--- src/rtl/score_pkg.sv ---
// score_pkg: shared BCD digit type, seven-segment codes and counter state encoding
package score_pkg;
  typedef logic [3:0] bcd_t;
  typedef enum logic {COUNTING, FULL} state_t;
  localparam logic [6:0] SEG_0 = 7'b1000000;
  localparam logic [6:0] SEG_1 = 7'b1111001;
  localparam logic [6:0] SEG_2 = 7'b0100100;
  localparam logic [6:0] SEG_3 = 7'b0110000;
  localparam logic [6:0] SEG_4 = 7'b0011001;
  localparam logic [6:0] SEG_5 = 7'b0010010;
  localparam logic [6:0] SEG_6 = 7'b0000010;
  localparam logic [6:0] SEG_7 = 7'b1111000;
  localparam logic [6:0] SEG_8 = 7'b0000000;
  localparam logic [6:0] SEG_9 = 7'b0010000;
  localparam logic [6:0] SEG_OFF = 7'b1111111;
endpackage

--- src/rtl/seg7_encode.sv ---
// seg7_encode: BCD digit to active-low seven-segment code (bit6..0 = g..a)
module seg7_encode
  import score_pkg::*;
(
  input  bcd_t       i_bcd,
  output logic [6:0] o_seg
);
  // Pure decode; non-BCD values turn every segment off
  always_comb
    case (i_bcd)
      4'd0:    o_seg = SEG_0;
      4'd1:    o_seg = SEG_1;
      4'd2:    o_seg = SEG_2;
      4'd3:    o_seg = SEG_3;
      4'd4:    o_seg = SEG_4;
      4'd5:    o_seg = SEG_5;
      4'd6:    o_seg = SEG_6;
      4'd7:    o_seg = SEG_7;
      4'd8:    o_seg = SEG_8;
      4'd9:    o_seg = SEG_9;
      default: o_seg = SEG_OFF;
    endcase
endmodule

--- src/rtl/score_counter.sv ---
// score_counter: two-digit saturating BCD score counter with seven-segment outputs
module score_counter
  import score_pkg::*;
#(
  parameter int MAX_TENS = 9,
  parameter int MAX_ONES = 9
) (
  input  logic       clk,
  input  logic       reset,
  input  logic       pass,
  input  logic       clear,
  input  logic       freeze,
  output bcd_t       ones,
  output bcd_t       tens,
  output logic [6:0] HEX0,
  output logic [6:0] HEX1,
  output logic       point,
  output logic       saturated
);
  localparam bcd_t SAT_T = bcd_t'(MAX_TENS);
  localparam bcd_t SAT_O = bcd_t'(MAX_ONES);
  state_t r_state;
  bcd_t   r_ones, r_tens;
  logic   r_pass_q, r_point, r_sat;
  logic   w_rise, w_inc, w_hit;
  bcd_t   w_ones_nx, w_tens_nx;
  assign w_rise    = pass & ~r_pass_q;
  assign w_inc     = w_rise & ~freeze & (r_state == COUNTING) & ~clear;
  assign w_ones_nx = (r_ones == 4'd9) ? 4'd0 : r_ones + 4'd1;
  assign w_tens_nx = (r_ones == 4'd9) ? r_tens + 4'd1 : r_tens;
  assign w_hit     = (w_tens_nx == SAT_T) && (w_ones_nx == SAT_O);
  // Edge detect, BCD count, point pulse and COUNTING/FULL state; pass_q resets high so a held pass never scores
  always_ff @(posedge clk or posedge reset)
    if (reset) begin
      r_pass_q <= 1'b1;
      r_ones   <= '0;
      r_tens   <= '0;
      r_point  <= 1'b0;
      r_sat    <= 1'b0;
      r_state  <= COUNTING;
    end else begin
      r_pass_q <= pass;
      r_point  <= w_inc;
      if (clear) begin
        r_ones  <= '0;
        r_tens  <= '0;
        r_sat   <= 1'b0;
        r_state <= COUNTING;
      end else if (w_inc) begin
        r_ones <= w_ones_nx;
        r_tens <= w_tens_nx;
        if (w_hit) begin
          r_sat   <= 1'b1;
          r_state <= FULL;
        end
      end
    end
  assign ones      = r_ones;
  assign tens      = r_tens;
  assign point     = r_point;
  assign saturated = r_sat;
  seg7_encode u_seg_ones (.i_bcd(r_ones), .o_seg(HEX0));
  seg7_encode u_seg_tens (.i_bcd(r_tens), .o_seg(HEX1));
endmodule

--- config.mk ---
export PLATFORM = sky130hd
export DESIGN_NAME = score_counter
export DESIGN_NICKNAME = d
export VERILOG_FILES = /design/src/rtl/score_pkg.sv /design/src/rtl/seg7_encode.sv /design/src/rtl/score_counter.sv
export SDC_FILE = /design/constraint.sdc
export NUM_CORES = 1
export LEC_CHECK = 0
export ABC_CLOCK_PERIOD_IN_PS = 2250
export CORE_MARGIN = 4
export CORE_UTILIZATION = 46
export DETAILED_ROUTE_END_ITERATION = 16
export PLACE_DENSITY = 0.9
export SETUP_SLACK_MARGIN = 0.1
export SLEW_MARGIN = 25
export SYNTH_ARGS = -nofsm -noshare
export SYNTH_HDL_FRONTEND = slang
export SYNTH_SLANG_ARGS = --single-unit
--- constraint.sdc ---
create_clock -name clk -period 2.25 [get_ports clk]
set_input_delay 0.45 -clock clk [delete_from_list [all_inputs] [get_ports clk]]
set_output_delay 0.45 -clock clk [all_outputs]
set_load 0.02 [all_outputs]
==> results.tsv <==
stage	metric	value	unit
power	p_leak	0.604	nW
grt	antenna_found_initial	0	
placed_design	gp_congestion	0.792	
clocking	cts.sinks	11	
worst_setup_path	cp-end-kind	output pin	
timing	worst_pin_slew	0.447	ns
timing	fmax	472	MHz
synthesis	syn_inst	122	
die	core	1820	µm²
placed_design	dp_hpwl	2.04	mm
synthesis	synth_cell_types	30	
synthesis	ys_seq_area_frac	0.298	
drt	drtPass1Iterations	4	
timing	fin_skew	0.00600	ns
synthesis	ys_ff_latch	11	
layout	area_growth	44.5	%
grt	grt_pass1_wl	4.39	mm
timing	hold_violations	0	
timing	slew_headroom	0.702	
grt	first_global_vias	1002	
worst_setup_path	crit_arrival	1.67	ns
clocking	numCtsBuffers	3	
clocking	htreeDepth	1	
synthesis	yosys.area.top_type	dfrtp_1	
clocking	postCtsHoldBufs	0	
drt	drt_iter0_drc	29	
synthesis	synth_nets	137	
worst_setup_path	cp_max_fo	3	
die	io_pins	29	
synthesis	yosysWarnings	0	
worst_setup_path	cp.required	1.80	ns
layout	nets	179	
clocking	clk_latency	0.27	ns
clocking	tritoncts	yes	
synthesis	syn_area_per_cell	7.60	µm²
worst_setup_path	startpoint_type	flip-flop	
drt	vias	1021	
clocking	clock-root-buffer	clkbuf_4	
run	cap_viol_max_count	0	
synthesis	yosysTopAreaCellShare	0.270	
timing	timing.setup.tns	0	ns
drt	viasPerCell	5.43	
worst_setup_path	crit_type	flip-flop to output pin	
die	die_area	2800	µm²
die	rows	15	
die	die_w	52.9	µm
synthesis	synthesis.area	927	µm²
placed_design	place_area	1310	µm²
power	vdd_ir_drop_max	290	µV
clocking	clk_pin_slew_worst_paths	0.07	ns
timing	slew_violations	0	
grt	overflow	0	
die	start_util	0.509	
hold_path	hp-class	primary input to asynchronous set/reset pin	
drt	drt-total-wl	2.61	mm
drt	antenna_left	0	
placed_design	io_buffers	28	
drt	drc	0	
power	power_density	313	nW/µm²
timing	fin_crit_sh	0.941	
grt	grt.total_usage	0.209	
run_status	status	completed	
layout	mostFrequentLayoutCells	16 x nand2_1, 16 x buf_4, 15 x nor2_1	
drt	post_drt_wl_per_cell	13.9	µm
layout	drive_above_1_share	0.258	
grt	grt_max_degree	14	
layout	antenna_cells	0	
die	die_h	52.9	µm
layout	stdcell_area	1340	µm²
timing	setup_viol	0	
clocking	clk_path_buf_depth	2	
timing	fin_crit	2.12	ns
timing	whs	0.479	ns
synthesis	synthTopCellsByArea	dfrtp_1 27%, ha_1 13%, a21oi_1 7.6%, nand2_1 6.5%, nor2_1 6.1%	
timing	grt_setup_unrepaired	true	
==> state kept, by name, summed over array words and instances (netlist names) <==
signal     count
ones           4
tens           4
point          1
r_pass_q       1
saturated      1
==> metrics by stage <==
stage	setup slack [ns]	power [mW]	cells	util
after floorplan	0.244	0.253	122	-
after global placement	0.0584	0.293	182	0.721
after detailed placement	-0.106	0.295	182	0.721
after CTS	0.0176	0.425	187	0.735
after global routing	0.0589	0.443	188	0.736
final	0.132	0.420	188	0.736
==> metal layers <==
metal	GRT usage	vias up	routed length [µm]
li1	-	502	-
met1	0.261	479	1110
met2	0.372	38	1350
met3	0.0169	2	132
met4	0.0766	0	12
met5	0	-	0
==> cell type report <==
| type | instances | area, µm² |
|---|---|---|
| Clock buffer | 4 | 26.3 |
| Fill cell | 145 | 480 |
| Multi-Input combinational cell | 94 | 611 |
| Tap cell | 25 | 31.3 |
| Timing Repair Buffer | 43 | 350 |
| Sequential cell | 11 | 279 |
| Inverter | 11 | 42.5 |
==> path summary, 6_finish.rpt <==
path	endpoint	startpoint	cells past startpoint	slack [ns]
worst max-delay path	HEX1[3]	tens[0]	6	0.13
worst min-delay path	ones[2]	reset	2	0.48
worst max register to register	saturated	ones[0]	6	0.46
worst min register to register	ones[1]	ones[1]	2	0.58
max in group asynchronous	r_pass_q	reset	2	1.43
min in group clk	ones[1]	ones[1]	2	0.58
==> kinds of logic (layout without fill, tap and decap cells) <==
logic type               Yosys count  after routing  synth area share
adder cells (fa/ha/maj)           10             10             0.135
AO/OA/AOI/OAI                     34             34             0.216
XOR/XNOR                           4              4            0.0378
flip-flops                        11             11             0.298
multiplexers                       1              1            0.0108
AND/OR/NAND/NOR                   45             45             0.232
buffers and inverters             17             58            0.0702
==> critical path: stages, from the launching register on <==
cell	delay (ns)
dfrtp_1	0.41
buf_4	0.15
ha_1	0.17
or2_2	0.29
a21oi_2	0.15
a31oi_1	0.06
buf_4	0.17
==> cells in the mapped netlist <==
| library cell | number |
|---|---|
| mux2i_1 | 1 |
| clkinv_1 | 1 |
| nor3_1 | 4 |
| nor4_2 | 1 |
| nand3b_1 | 1 |
| or2_2 | 2 |
| o2111ai_1 | 1 |
| and4b_1 | 1 |
| nand2b_1 | 1 |
| a211oi_2 | 1 |
| buf_2 | 1 |
| o32ai_1 | 1 |
| nand2_1 | 16 |
| or4b_1 | 1 |
| and3_1 | 1 |
| clkbuf_1 | 5 |
| a31o_2 | 1 |
| a211oi_1 | 1 |
| nor2_1 | 15 |
| dfstp_2 | 1 |
| o211ai_1 | 1 |
| nand3_1 | 1 |
| dfrtp_1 | 10 |
| o21ai_0 | 9 |
| a21oi_1 | 14 |
| a31oi_1 | 5 |
| nor4b_1 | 1 |
| xnor2_1 | 4 |
| ha_1 | 10 |
| inv_1 | 10 |
==> where the power goes <==
part	switching, mW	leakage [nW]	internal (mW)
Combinational	0.0472	0.443	0.0331
Clock	0.0658	0.0150	0.0685
Sequential	0.00321	0.146	0.202
==> what timing repair did <==
item                       4_1_cts  5_1_grt
setup endpoints to repair       14       13
gates resized for setup         32       17
gates cloned                     0        0
pin swaps                        0        1
setup buffers                    1        1
hold endpoints to repair         0        0
No activity file was read; power rests on OpenSTA's default activity.
